## config.mk

```make
export PLATFORM = sky130hd
export DESIGN_NAME = fb_txbuf_ctrl
export DESIGN_NICKNAME = d
export VERILOG_FILES = /design/src/rtl/fb_txbuf_ctrl_pkg.sv /design/src/rtl/fb_rr_arb2.sv /design/src/rtl/fb_txbuf_ctrl.sv
export SDC_FILE = /design/constraint.sdc
export NUM_CORES = 1
export LEC_CHECK = 0
export BUFFER_PORTS_ARGS = -buffer_cell sky130_fd_sc_hd__buf_2
export CORE_ASPECT_RATIO = 2
export CORE_MARGIN = 1
export CORE_UTILIZATION = 25
export DETAILED_ROUTE_END_ITERATION = 16
export PLACE_DENSITY_LB_ADDON = 0.12
export SLEW_MARGIN = 20
export SYNTH_ARGS = -nofsm -noshare
export SYNTH_HDL_FRONTEND = slang
export SYNTH_SLANG_ARGS = --single-unit
```

## constraint.sdc

```tcl
create_clock -name MTxClk -period 2.8 [get_ports MTxClk]
set_input_delay 0.42 -clock MTxClk [delete_from_list [all_inputs] [get_ports MTxClk]]
set_output_delay 0.42 -clock MTxClk [all_outputs]
set_load 0.01 [all_outputs]
```

## src/rtl/fb_txbuf_ctrl_pkg.sv

```systemverilog
// Shared types and constants for the TX payload buffer controller.
//   - txbuf_state_e      : controller FSM states
//   - FB_TXBUF_OFS_W     : in-bank byte offset width
//   - FB_TXBUF_UCNT_W    : underrun counter width
//   - FB_TXBUF_UCNT_MAX  : saturation value of the underrun counter
package fb_txbuf_ctrl_pkg;

  localparam int unsigned FB_TXBUF_ADDR_W = 8;
  localparam int unsigned FB_TXBUF_OFS_W  = FB_TXBUF_ADDR_W - 1;
  localparam int unsigned FB_TXBUF_UCNT_W = 8;
  localparam logic [FB_TXBUF_UCNT_W-1:0] FB_TXBUF_UCNT_MAX = '1;

  typedef enum logic [1:0] {
    StIdle   = 2'd0,
    StGrant0 = 2'd1,
    StGrant1 = 2'd2,
    StFull   = 2'd3
  } txbuf_state_e;

endpackage

```

## src/rtl/fb_rr_arb2.sv

```systemverilog
// Two-input round-robin arbiter.
//   clk_i, rst_i : clock, asynchronous active-high reset
//   req_i        : request vector {req1, req0}
//   advance_i    : a packet from owner_i has completed; update priority
//   owner_i      : requester that just completed its packet
//   gnt_o        : one-hot grant, combinational from req_i and the pointer
module fb_rr_arb2 (
  input  logic       clk_i,
  input  logic       rst_i,
  input  logic [1:0] req_i,
  input  logic       advance_i,
  input  logic       owner_i,
  output logic [1:0] gnt_o
);

  // ptr_q == 0 favours req0, 1 favours req1.
  logic ptr_q, ptr_d;

  always_comb begin
    ptr_d = ptr_q;
    // Favour whoever was not served last.
    if (advance_i) ptr_d = ~owner_i;
  end

  always_ff @(posedge clk_i or posedge rst_i) begin
    if (rst_i) ptr_q <= 1'b0;
    else       ptr_q <= ptr_d;
  end

  always_comb begin
    gnt_o = 2'b00;
    unique case (req_i)
      2'b01:   gnt_o = 2'b01;
      2'b10:   gnt_o = 2'b10;
      2'b11:   gnt_o = ptr_q ? 2'b10 : 2'b01;
      default: gnt_o = 2'b00;
    endcase
  end

endmodule

```

## src/rtl/fb_txbuf_ctrl.sv

```systemverilog
// Ping-pong payload loader and port-A write arbiter for the TX dual-port RAM.
// Two requesters fill the bank fb_txmac is not reading; banks swap on a
// DataSoC rising edge only when a complete payload is waiting.
//   MTxClk, Reset           : TX clock, asynchronous active-high reset
//   Req{0,1}Valid/Ofs/Data/Last/Ready : per-requester byte handshake
//   DataSoC                 : level; rising edge = start of data frame
//   RamAddrA/RamDataA/RamWeA: registered port-A write
//   TxBankSel               : bank fb_txmac reads
//   BufReady                : fill bank holds a complete payload
//   LastOwner               : requester that filled the bank being read
//   UnderrunCnt             : saturating count of frames with no new payload
//   StateIdle/Grant0/Grant1/Full : one-hot FSM state for LEDs
module fb_txbuf_ctrl
  import fb_txbuf_ctrl_pkg::*;
#(
  parameter int unsigned ADDR_W = FB_TXBUF_ADDR_W,
  parameter int unsigned OFS_W  = FB_TXBUF_OFS_W,
  parameter int unsigned UCNT_W = FB_TXBUF_UCNT_W
) (
  input  logic              MTxClk,
  input  logic              Reset,
  input  logic              Req0Valid,
  input  logic [OFS_W-1:0]  Req0Ofs,
  input  logic [7:0]        Req0Data,
  input  logic              Req0Last,
  output logic              Req0Ready,
  input  logic              Req1Valid,
  input  logic [OFS_W-1:0]  Req1Ofs,
  input  logic [7:0]        Req1Data,
  input  logic              Req1Last,
  output logic              Req1Ready,
  input  logic              DataSoC,
  output logic [ADDR_W-1:0] RamAddrA,
  output logic [7:0]        RamDataA,
  output logic              RamWeA,
  output logic              TxBankSel,
  output logic              BufReady,
  output logic              LastOwner,
  output logic [UCNT_W-1:0] UnderrunCnt,
  output logic              StateIdle,
  output logic              StateGrant0,
  output logic              StateGrant1,
  output logic              StateFull
);

  txbuf_state_e state_q, state_d;

  logic              soc_q;
  logic              soc_edge;
  logic              bank_q, bank_d;
  logic              buf_ready_q, buf_ready_d;
  logic              owner_q, owner_d;
  logic              last_owner_q, last_owner_d;
  logic [UCNT_W-1:0] ucnt_q, ucnt_d;

  logic              we_q;
  logic [ADDR_W-1:0] addr_q, addr_d;
  logic [7:0]        data_q, data_d;

  logic              accept;
  logic              advance;
  logic [1:0]        gnt;

  assign soc_edge = DataSoC & ~soc_q;

  fb_rr_arb2 u_arb (
    .clk_i     (MTxClk),
    .rst_i     (Reset),
    .req_i     ({Req1Valid, Req0Valid}),
    .advance_i (advance),
    .owner_i   (state_q == StGrant1),
    .gnt_o     (gnt)
  );

  always_comb begin
    state_d      = state_q;
    bank_d       = bank_q;
    buf_ready_d  = buf_ready_q;
    owner_d      = owner_q;
    last_owner_d = last_owner_q;
    addr_d       = addr_q;
    data_d       = data_q;
    accept       = 1'b0;
    advance      = 1'b0;
    Req0Ready    = 1'b0;
    Req1Ready    = 1'b0;

    unique case (state_q)
      StIdle: begin
        if (gnt[0])      state_d = StGrant0;
        else if (gnt[1]) state_d = StGrant1;
      end
      StGrant0: begin
        Req0Ready = 1'b1;
        if (Req0Valid) begin
          accept = 1'b1;
          // Fill bank is always the one fb_txmac is not reading.
          addr_d = {~bank_q, Req0Ofs};
          data_d = Req0Data;
          if (Req0Last) begin
            state_d     = StFull;
            buf_ready_d = 1'b1;
            owner_d     = 1'b0;
            advance     = 1'b1;
          end
        end
      end
      StGrant1: begin
        Req1Ready = 1'b1;
        if (Req1Valid) begin
          accept = 1'b1;
          addr_d = {~bank_q, Req1Ofs};
          data_d = Req1Data;
          if (Req1Last) begin
            state_d     = StFull;
            buf_ready_d = 1'b1;
            owner_d     = 1'b1;
            advance     = 1'b1;
          end
        end
      end
      StFull: begin
        if (soc_edge && buf_ready_q) begin
          state_d      = StIdle;
          bank_d       = ~bank_q;
          buf_ready_d  = 1'b0;
          last_owner_d = owner_q;
        end
      end
      default: state_d = StIdle;
    endcase
  end

  // An edge seen before BufReady is registered is an underrun, even if the
  // last byte lands in that same cycle; that payload waits for the next edge.
  always_comb begin
    ucnt_d = ucnt_q;
    if (soc_edge && !buf_ready_q && (ucnt_q != {UCNT_W{1'b1}})) ucnt_d = ucnt_q + 1'b1;
  end

  always_ff @(posedge MTxClk or posedge Reset) begin
    if (Reset) begin
      state_q      <= StIdle;
      soc_q        <= 1'b0;
      bank_q       <= 1'b0;
      buf_ready_q  <= 1'b0;
      owner_q      <= 1'b0;
      last_owner_q <= 1'b0;
      ucnt_q       <= '0;
      we_q         <= 1'b0;
      addr_q       <= '0;
      data_q       <= '0;
    end else begin
      state_q      <= state_d;
      soc_q        <= DataSoC;
      bank_q       <= bank_d;
      buf_ready_q  <= buf_ready_d;
      owner_q      <= owner_d;
      last_owner_q <= last_owner_d;
      ucnt_q       <= ucnt_d;
      we_q         <= accept;
      addr_q       <= addr_d;
      data_q       <= data_d;
    end
  end

  assign RamAddrA    = addr_q;
  assign RamDataA    = data_q;
  assign RamWeA      = we_q;
  assign TxBankSel   = bank_q;
  assign BufReady    = buf_ready_q;
  assign LastOwner   = last_owner_q;
  assign UnderrunCnt = ucnt_q;
  assign StateIdle   = (state_q == StIdle);
  assign StateGrant0 = (state_q == StGrant0);
  assign StateGrant1 = (state_q == StGrant1);
  assign StateFull   = (state_q == StFull);

endmodule

```

==> metrics.txt, run 1 <==
status=complete, no violations; syn avg cell area=10.7 µm²; IO Count=71; final setup TNS=0 ns; clock buffer depth=2; delay of the slowest critical-path stage=0.45 ns; # hold bufs at CTS=0; minimum clock period=1.88 ns; RSZ-0062 raised after global routing=no; final wirelength=3820 µm; nets=268; CTS sink cnt=33; #FFs+latches synth=33; CP Launch Type=flop; Max Cap Viol=0; TritonRoute pass-1 iters=4; DRC violations left=0; DR vias=1361; worst-path cell chain=inv_1 -> ha_1 -> buf_2; Critical path buffers and inverters=2; via/cell ratio=4.36; CTS tree=done; 1st-iter DRT viols=37; Seq/Total Area, Yosys=50.7%; Initial Util=25.8%; worst skew pair latency=0.27 ns; core area=0.00631 mm²; Yosys warnings=0; Setup Skew=0.00689 ns; commonest cells after routing, fill and taps aside=buf_2 (70), dfrtp_1 (33), nor2_1 (20); CTS buffer count=5; Final Wtd Congestion=0.726; Post-Synthesis Cells=152; row count=41; Peak VDD IR=447 µV; Slew @ Worst Pin=0.453 ns; Fmax=533 MHz; Syn Nets=195; Antenna diodes=0; vias in the first global route=1352; worst min path class=in2async; layout cells sized above 1=36.7%; post-synth cell types=27; Max stage delay cell, worst path=ha_1; WL/cell=12.2 µm; Chip Width=59.1 µm; Clock Tree Root=clkbuf_16; PortBufs=70; Req. time, crit path=2.38 ns; gr ovfl total=0; final hold violations=0; crit path kind=reg2out; clk slew on worst S/H paths=0.05 ns; first-pass GRT wire length=6150 µm; relative slew slack=69.8%; Final Setup Violations=0; Die Height=116 µm; Netlist Area Pre-Place=0.00163 mm²; Routed Antenna Nets=0; Area Overhead vs Synth=37.5%; Lkg Pwr=1.08 nW; largest net degree at the start of global routing=34; Final Max Tran Viols=0; total track usage=12.2%; Final period util=67.0%; power density over cell area=1150 mW/mm²; Post-CTS Setup Repair Bufs=0; Final Util=35.5%; crit end category=output port; Die ar.=0.00686 mm²; most common cell after layout, fill and taps aside=buf_2; DP HPWL=2930 µm; Largest delay share family, worst path=adder cells; Crit Path Max Fanout=11; WHS=0.232 ns; H-tree depth=2; post_cts resized=0; CP Data Arrival Time=1.46 ns; initial antenna violation count=0
## worst min-delay path: cells and delay by family
| kind | cells | cell delay [ns] |
|---|---|---|
| buffers and inverters | 3 | 0.50 |
## metal layers
layer  routed length [µm]  GRT usage, %
met5                    0             0
met1                 1440          12.0
met4                   68          5.24
met3                  175          2.88
met2                 2130          23.3
## synth_stat cells
cell | count | share of area, %
nand3_1 | 4 | 1.2
mux2_1 | 6 | 4.2
a21oi_1 | 18 | 5.5
inv_1 | 5 | 1.2
buf_4 | 3 | 1.4
nor3b_1 | 1 | 0.46
buf_2 | 4 | 1.2
mux2i_1 | 17 | 10
nor2_1 | 20 | 4.6
nand2_1 | 11 | 2.5
nand4_1 | 3 | 1.2
a41oi_1 | 1 | 0.54
a22oi_1 | 1 | 0.46
nand4b_1 | 1 | 0.54
o31ai_1 | 2 | 0.92
a31oi_1 | 1 | 0.38
a21oi_2 | 1 | 0.54
nor3_2 | 1 | 0.61
o21ai_0 | 2 | 0.61
nor2b_1 | 1 | 0.38
a211oi_4 | 1 | 1.2
ha_1 | 6 | 4.6
a22o_1 | 1 | 0.54
and4_1 | 1 | 0.54
dfrtp_1 | 33 | 51
nand2b_1 | 2 | 0.77
xnor2_1 | 5 | 2.7
## stage by stage
step                total power [mW]  cell area [µm²]  setup WS (ns)  std cells
global placement                1.96             2070          0.990        304
CTS                             2.62             2240          0.913        312
detailed placement              1.97             2070          0.936        304
floorplan                       1.60             1630           1.17        152
finish                          2.57             2240          0.925        312
global route                    2.77             2240          0.786        312
## flip-flops by register name, indices dropped and copies added, names as in the netlist
signal	flops
UnderrunCnt	8
RamDataA	8
owner_q	1
state_q	2
LastOwner	1
BufReady	1
RamAddrA	8
u_arb.ptr_q	1
soc_q	1
RamWeA	1
TxBankSel	1
## where the power goes
| part | internal [mW] | switching (mW) |
|---|---|---|
| Combinational | 0.490 | 0.646 |
| Sequential | 0.679 | 0.124 |
| Clock | 0.444 | 0.191 |
## cell type report
class	count	area [µm²]
fill	684	4070
clock buffer	7	143
inverter	5	18.8
timing repair buffer	73	373
clock inverter	1	30.0
sequential	33	826
multi-input combinational	107	741
tap	86	108
## kinds of logic after synthesis
logic type | after synthesis | synth area share [%]
and+or+nand+nor | 45 | 12.8
DFF | 33 | 50.7
AOI/OAI and AO/OA | 28 | 10.8
muxes | 23 | 14.6
buffers and inverters | 12 | 3.77
adders and majority gates | 6 | 4.61
xor gates and xnor gates | 5 | 2.69
## path summary, 6_finish.rpt
check                           start             end  slack [ns]  depth (start not counted)
max                        state_q[0]       Req1Ready        0.92                          3
min                             Reset  UnderrunCnt[6]        0.23                          3
max reg2reg                state_q[0]      state_q[0]        0.94                          5
min reg2reg                 LastOwner       LastOwner        0.48                          1
max in group asynchronous       Reset          RamWeA        2.25                          3
min in group MTxClk           DataSoC           soc_q        0.28                          1
(Power assumes the default switching activity.)
==> run 2, diff against run 1 <==
==> constraint.sdc (replaced) <==
create_clock -name MTxClk -period 1.85 [get_ports MTxClk]
set_input_delay 0.2775 -clock MTxClk [delete_from_list [all_inputs] [get_ports MTxClk]]
set_output_delay 0.2775 -clock MTxClk [all_outputs]
set_load 0.01 [all_outputs]
==> metrics.txt, run 2 (synthesized netlist as in run 1, its figures left out) <==
Peak VDD IR=676 µV (+51%); status=complete, no violations; 1st-iter DRT viols=44 (+19%); Max Cap Viol=0 (unchanged); crit end category=flop; Area Overhead vs Synth=38.0%; final setup TNS=0 ns (unchanged); initial antenna violation count=0 (unchanged); pre-CTS WS=0.0931 ns (-0.843 ns); Chip Width=59.1 µm (unchanged); Lkg Pwr=1.08 nW (about the same); Die Height=116 µm (unchanged); minimum clock period=1.69 ns; Final period util=91.4%; largest net degree at the start of global routing=34 (unchanged); CP Data Arrival Time=1.85 ns (+0.39 ns); Post-CTS Setup Repair Bufs=0 (unchanged); delay of the slowest critical-path stage=0.38 ns (-0.07 ns); row count=41 (unchanged); relative slew slack=71.2% (+1.4 points); # hold bufs at CTS=0 (unchanged); CTS sink cnt=33 (unchanged); first-pass GRT wire length=6280 µm (+2.1%); CTS buffer count=5 (unchanged); CP Launch Type=flop; Initial Util=25.8% (unchanged); nets=269 (+0.37%); top sig layer=met4; final hold violations=0 (unchanged); core area=0.00631 mm² (unchanged); crit path kind=reg2reg; IO Count=71 (unchanged); PortBufs=70 (unchanged); DRC violations left=0 (unchanged); layout cells sized above 1=37.9% (+1.2 points); metal3 WL=149 µm (-15%); Fmax=591 MHz; clk slew on worst S/H paths=0.05 ns (about the same); H-tree depth=2 (unchanged); Multi-input gate area=746 µm² (+0.68%); worst skew pair latency=0.27 ns (about the same); TritonRoute pass-1 iters=4 (unchanged); Setup Skew=0.00495 ns (-0.00194 ns); DR WL met2=2200 µm (+3.2%); total track usage=12.6% (+0.35 points); DP HPWL=2960 µm (+1.3%); power density over cell area=1700 mW/mm² (+48%); Final Setup Violations=0 (unchanged); Final Max Tran Viols=0 (unchanged); gr ovfl total=0 (unchanged); Req. time, crit path=2.00 ns (-0.38 ns); number of fill cells=700 (+2.3%); Antenna diodes=0 (unchanged); RSZ-0062 raised after global routing=no; Clock Tree Root=clkbuf_16; vias in the first global route=1343 (-0.67%); Routed Antenna Nets=0 (unchanged); via/cell ratio=4.35 (-0.32%); DR vias=1361 (unchanged); Met1 Wirelength=1440 µm (+0.21%); CTS tree=done; worst min path class=in2async; Max stage delay cell, worst path=dfrtp_1; Final Wtd Congestion=0.747 (+2.9%); Slew @ Worst Pin=0.432 ns (-0.0217 ns); clock buffer depth=2 (unchanged); most common cell after layout, fill and taps aside=buf_2; Die ar.=0.00686 mm² (unchanged); register area=826 µm² (unchanged); WL/cell=12.4 µm (+1.2%); Final Util=35.6% (+0.12 points); commonest cells after routing, fill and taps aside=buf_2 (70), dfrtp_1 (33), nor2_1 (20); Crit Path Max Fanout=4 (-7); final wirelength=3880 µm (+1.6%); Final Worst Setup Slack=0.159 ns (-0.766 ns); worst-path cell chain=inv_1 -> ha_1 -> a22o_1 -> a211oi_4 -> mux2_1
[run 2: changes by cell type in the layout (fill, tap and decap cells not counted), sizes merged]
cell / previous run / this run
buf: 73 / 74
bufinv: 1 / 0
clkbuf: 7 / 5
clkinv: 0 / 2
clkinvlp: 0 / 1
[run 2: timing repair]
item                       CTS  global route
hold endpoints to repair     0             0
setup endpoints to repair    0             1
resized for setup            0             1
[run 2: critical path, delay by kind of cell, from the launching register on]
family	cells	cell delay (ns)
flip-flops	1	0.38
multiplexers	1	0.35
buffers and inverters	1	0.09
adder cells (fa/ha/maj)	1	0.25
AO/OA/AOI/OAI	2	0.50
[run 2: report_power, final]
part,switching (mW),total (mW),internal (mW)
sequential,0.192,1.22,1.03
clock,0.293,0.785,0.492
combinational,0.987,1.81,0.821
total,1.47,3.81,2.34
[run 2: path summary, 6_finish.rpt]
kind | start | to | slack, ns | cells past startpoint
worst max-delay path | state_q[0] | state_q[0] | 0.16 | 5
min in group MTxClk | DataSoC | soc_q | 0.14 | 1
worst max register to register | state_q[0] | state_q[0] | 0.16 | 5
worst min-delay path | Reset | RamAddrA[3] | 0.09 | 3
worst min register to register | LastOwner | LastOwner | 0.49 | 1
max in group asynchronous | Reset | UnderrunCnt[3] | 1.46 | 3
[run 2: layer usage]
metal | global-route usage, % | up-vias
met5 | 0 | -
met4 | 6.19 | 0
met3 | 2.66 | 5
met2 | 23.6 | 47
met1 | 12.5 | 638
li1 | - | 671
[run 2: cell type report]
type,instances,share of cell area [%]
tap,86,4.79
clock inverter,3,0.780
clock buffer,5,5.57
sequential,33,36.8
multi-input combinational,107,33.2
timing repair buffer,74,18.1
inverter,5,0.836
[run 2: stage by stage]
| stage | cell area [µm²] | hold WS, ns | instances | power [mW] |
|---|---|---|---|---|
| after global routing | 2250 | 0.133 | 313 | 4.13 |
| final | 2250 | 0.0900 | 313 | 3.81 |
| after detailed placement | 2100 | 0.410 | 305 | 3.09 |
| after floorplan | 1630 | 0.309 | 152 | 2.43 |
| after global placement | 2100 | 0.403 | 305 | 3.07 |
| after CTS | 2240 | 0.112 | 313 | 3.90 |
==> run 3, diff against run 2 <==
--- a/config.mk
+++ b/config.mk
@@ -9,8 +9,10 @@
 export CORE_ASPECT_RATIO = 2
 export CORE_MARGIN = 1
 export CORE_UTILIZATION = 25
+export CTS_BUF_LIST = sky130_fd_sc_hd__clkbuf_8
 export DETAILED_ROUTE_END_ITERATION = 16
 export PLACE_DENSITY_LB_ADDON = 0.12
+export SETUP_SLACK_MARGIN = 0.05
 export SLEW_MARGIN = 20
 export SYNTH_ARGS = -nofsm -noshare
 export SYNTH_HDL_FRONTEND = slang
==> metrics.txt, run 3 (synthesized netlist as in run 1, its figures left out) <==
status=complete, no violations; Clock Power Share=14.3% (-6.3 points); number of fill cells=693 (-1.0%); total track usage=12.4% (-0.12 points); Final period util=92.8% (+1.4 points); vias in the first global route=1341 (-0.15%); H-tree depth=2 (unchanged); power density over cell area=1650 mW/mm² (-2.9%); 1st-iter DRT viols=49 (+11%); Area Overhead vs Synth=36.9%; CP Data Arrival Time=1.88 ns (+0.03 ns); worst skew pair latency=0.28 ns (about the same); DP HPWL=2960 µm (unchanged); relative slew slack=71.3% (about the same); Crit Path Max Fanout=4 (unchanged); worst min path class=in2async; minimum clock period=1.72 ns (+0.0252 ns); Fmax=583 MHz (-1.5%); layout cells sized above 1=39.0% (+1.1 points); Largest delay share family, worst path=compound AO/OA/AOI/OAI gates; CP Launch Type=flop; Peak VDD IR=641 µV (-5.1%); Clock Tree Root=clkbuf_8; Post-CTS Setup Repair Bufs=0 (unchanged); post-route non-filler standard cell count=314 (+0.32%); nets=270 (+0.37%); # hold bufs at CTS=0 (unchanged); row count=41 (unchanged); Max stage delay cell, worst path=dfrtp_1; TritonRoute pass-1 iters=4 (unchanged); Setup Skew=0.00652 ns (+0.00157 ns); largest net degree at the start of global routing=34 (unchanged); final hold violations=0 (unchanged); combinational share of power=52.3% (+4.9 points); WHS=0.0756 ns (-0.0144 ns); Initial Util=25.8% (unchanged); final wirelength=4100 µm (+5.6%); gr ovfl total=0 (unchanged); via/cell ratio=4.38 (+0.63%); Die Height=116 µm (unchanged); Routed Antenna Nets=0 (unchanged); CTS buffer count=5 (unchanged); CTS tree=done; worst-path cell chain=inv_1 -> ha_1 -> a22o_2 -> a211oi_4 -> mux2_1; Final Setup Violations=0 (unchanged); Req. time, crit path=2.02 ns (+0.02 ns); IO Count=71 (unchanged); sequential share of power=33.4% (+1.4 points); crit end category=flop; core area=0.00631 mm² (unchanged); first-pass GRT wire length=6250 µm (-0.45%); most common cell after layout, fill and taps aside=buf_2; Die ar.=0.00686 mm² (unchanged); clk slew on worst S/H paths=0.07 ns (+0.02 ns); initial antenna violation count=0 (unchanged); Critical path buffers and inverters=1 (unchanged); Lkg Pwr=1.06 nW (-1.2%); register area=826 µm² (unchanged); Chip Width=59.1 µm (unchanged); Slew @ Worst Pin=0.431 ns (-0.000988 ns); WP depth=5 (unchanged); Reg2Reg Depth=5 (unchanged); DR vias=1374 (+0.96%); Multi-input gate area=759 µm² (+1.8%); Max Cap Viol=0 (unchanged); CTS sink cnt=33 (unchanged); final setup TNS=0 ns (unchanged); crit path kind=reg2reg; clock buffer depth=2 (unchanged); PortBufs=70 (unchanged); WL/cell=13.0 µm (+5.3%); placed cells=305 (unchanged); RSZ-0062 raised after global routing=no; Antenna diodes=0 (unchanged); commonest cells after routing, fill and taps aside=buf_2 (70), dfrtp_1 (33), nor2_1 (20); net switching power=1.49 mW (+1.4%); reg-to-reg setup timing slack=0.13 ns (-0.03 ns); Pint=2.18 mW (-6.9%); DRC violations left=0 (unchanged); Final Max Tran Viols=0 (unchanged); Final Wtd Congestion=0.747 (unchanged); delay of the slowest critical-path stage=0.42 ns (+0.04 ns); Switching Fraction=40.7% (+2.1 points)
[run 3: worst paths after layout]
| check | from | endpoint |
|---|---|---|
| setup reg to reg | state_q[1] | state_q[0] |
| hold / removal | Reset | RamAddrA[3] |
| setup / recovery | state_q[1] | state_q[0] |
| hold reg to reg | LastOwner | LastOwner |
| max in group asynchronous | Reset | UnderrunCnt[3] |
| min in group MTxClk | DataSoC | soc_q |
[run 3: per-layer routing]
metal  GRT usage (%)  wire, µm
met5               0         0
met4            5.71        76
met3            2.66       153
met2            23.6      2360
met1            12.4      1510
[run 3: power groups by stage]
| stage | sequential, mW | clock [mW] | combinational (mW) |
|---|---|---|---|
| after floorplan | 1.33 | 0 | 1.10 |
| after global placement | 1.23 | 0 | 1.84 |
| after detailed placement | 1.23 | 0 | 1.86 |
| after CTS | 1.22 | 0.551 | 1.86 |
| after global routing | 1.27 | 0.580 | 2.13 |
| final | 1.23 | 0.524 | 1.92 |
[run 3: cell type report]
class,count,share of cell area (%)
Inverter,5,0.842
Tap cell,86,4.83
Clock inverter,3,0.786
Timing Repair Buffer,75,19.3
Clock buffer,5,3.09
Sequential cell,33,37.1
Multi-Input combinational cell,107,34.1
[run 3: metrics by stage]
stage	utilization (%)	power, mW	cell area (µm²)	setup WS [ns]
floorplan	-	2.43	1630	0.217
CTS	34.6	3.63	2180	0.0605
global route	35.3	3.98	2230	0.0553
global placement	33.3	3.07	2100	0.0846
finish	35.3	3.67	2230	0.134
detailed placement	33.3	3.09	2100	0.0931
[run 3: timing repair]
| item | 4_1_cts | 5_1_grt |
|---|---|---|
| setup endpoints to repair | 0 | 14 |
| endpoints found under the hold margin | 0 | 0 |
| gates resized for setup | 0 | 4 |
[run 3: worst reg2reg max path: stages, from the launching register on]
cell and delay [ns]:
dfrtp_1 0.42, inv_1 0.12, ha_1 0.22, a22o_2 0.28, a211oi_4 0.20, mux2_1 0.35
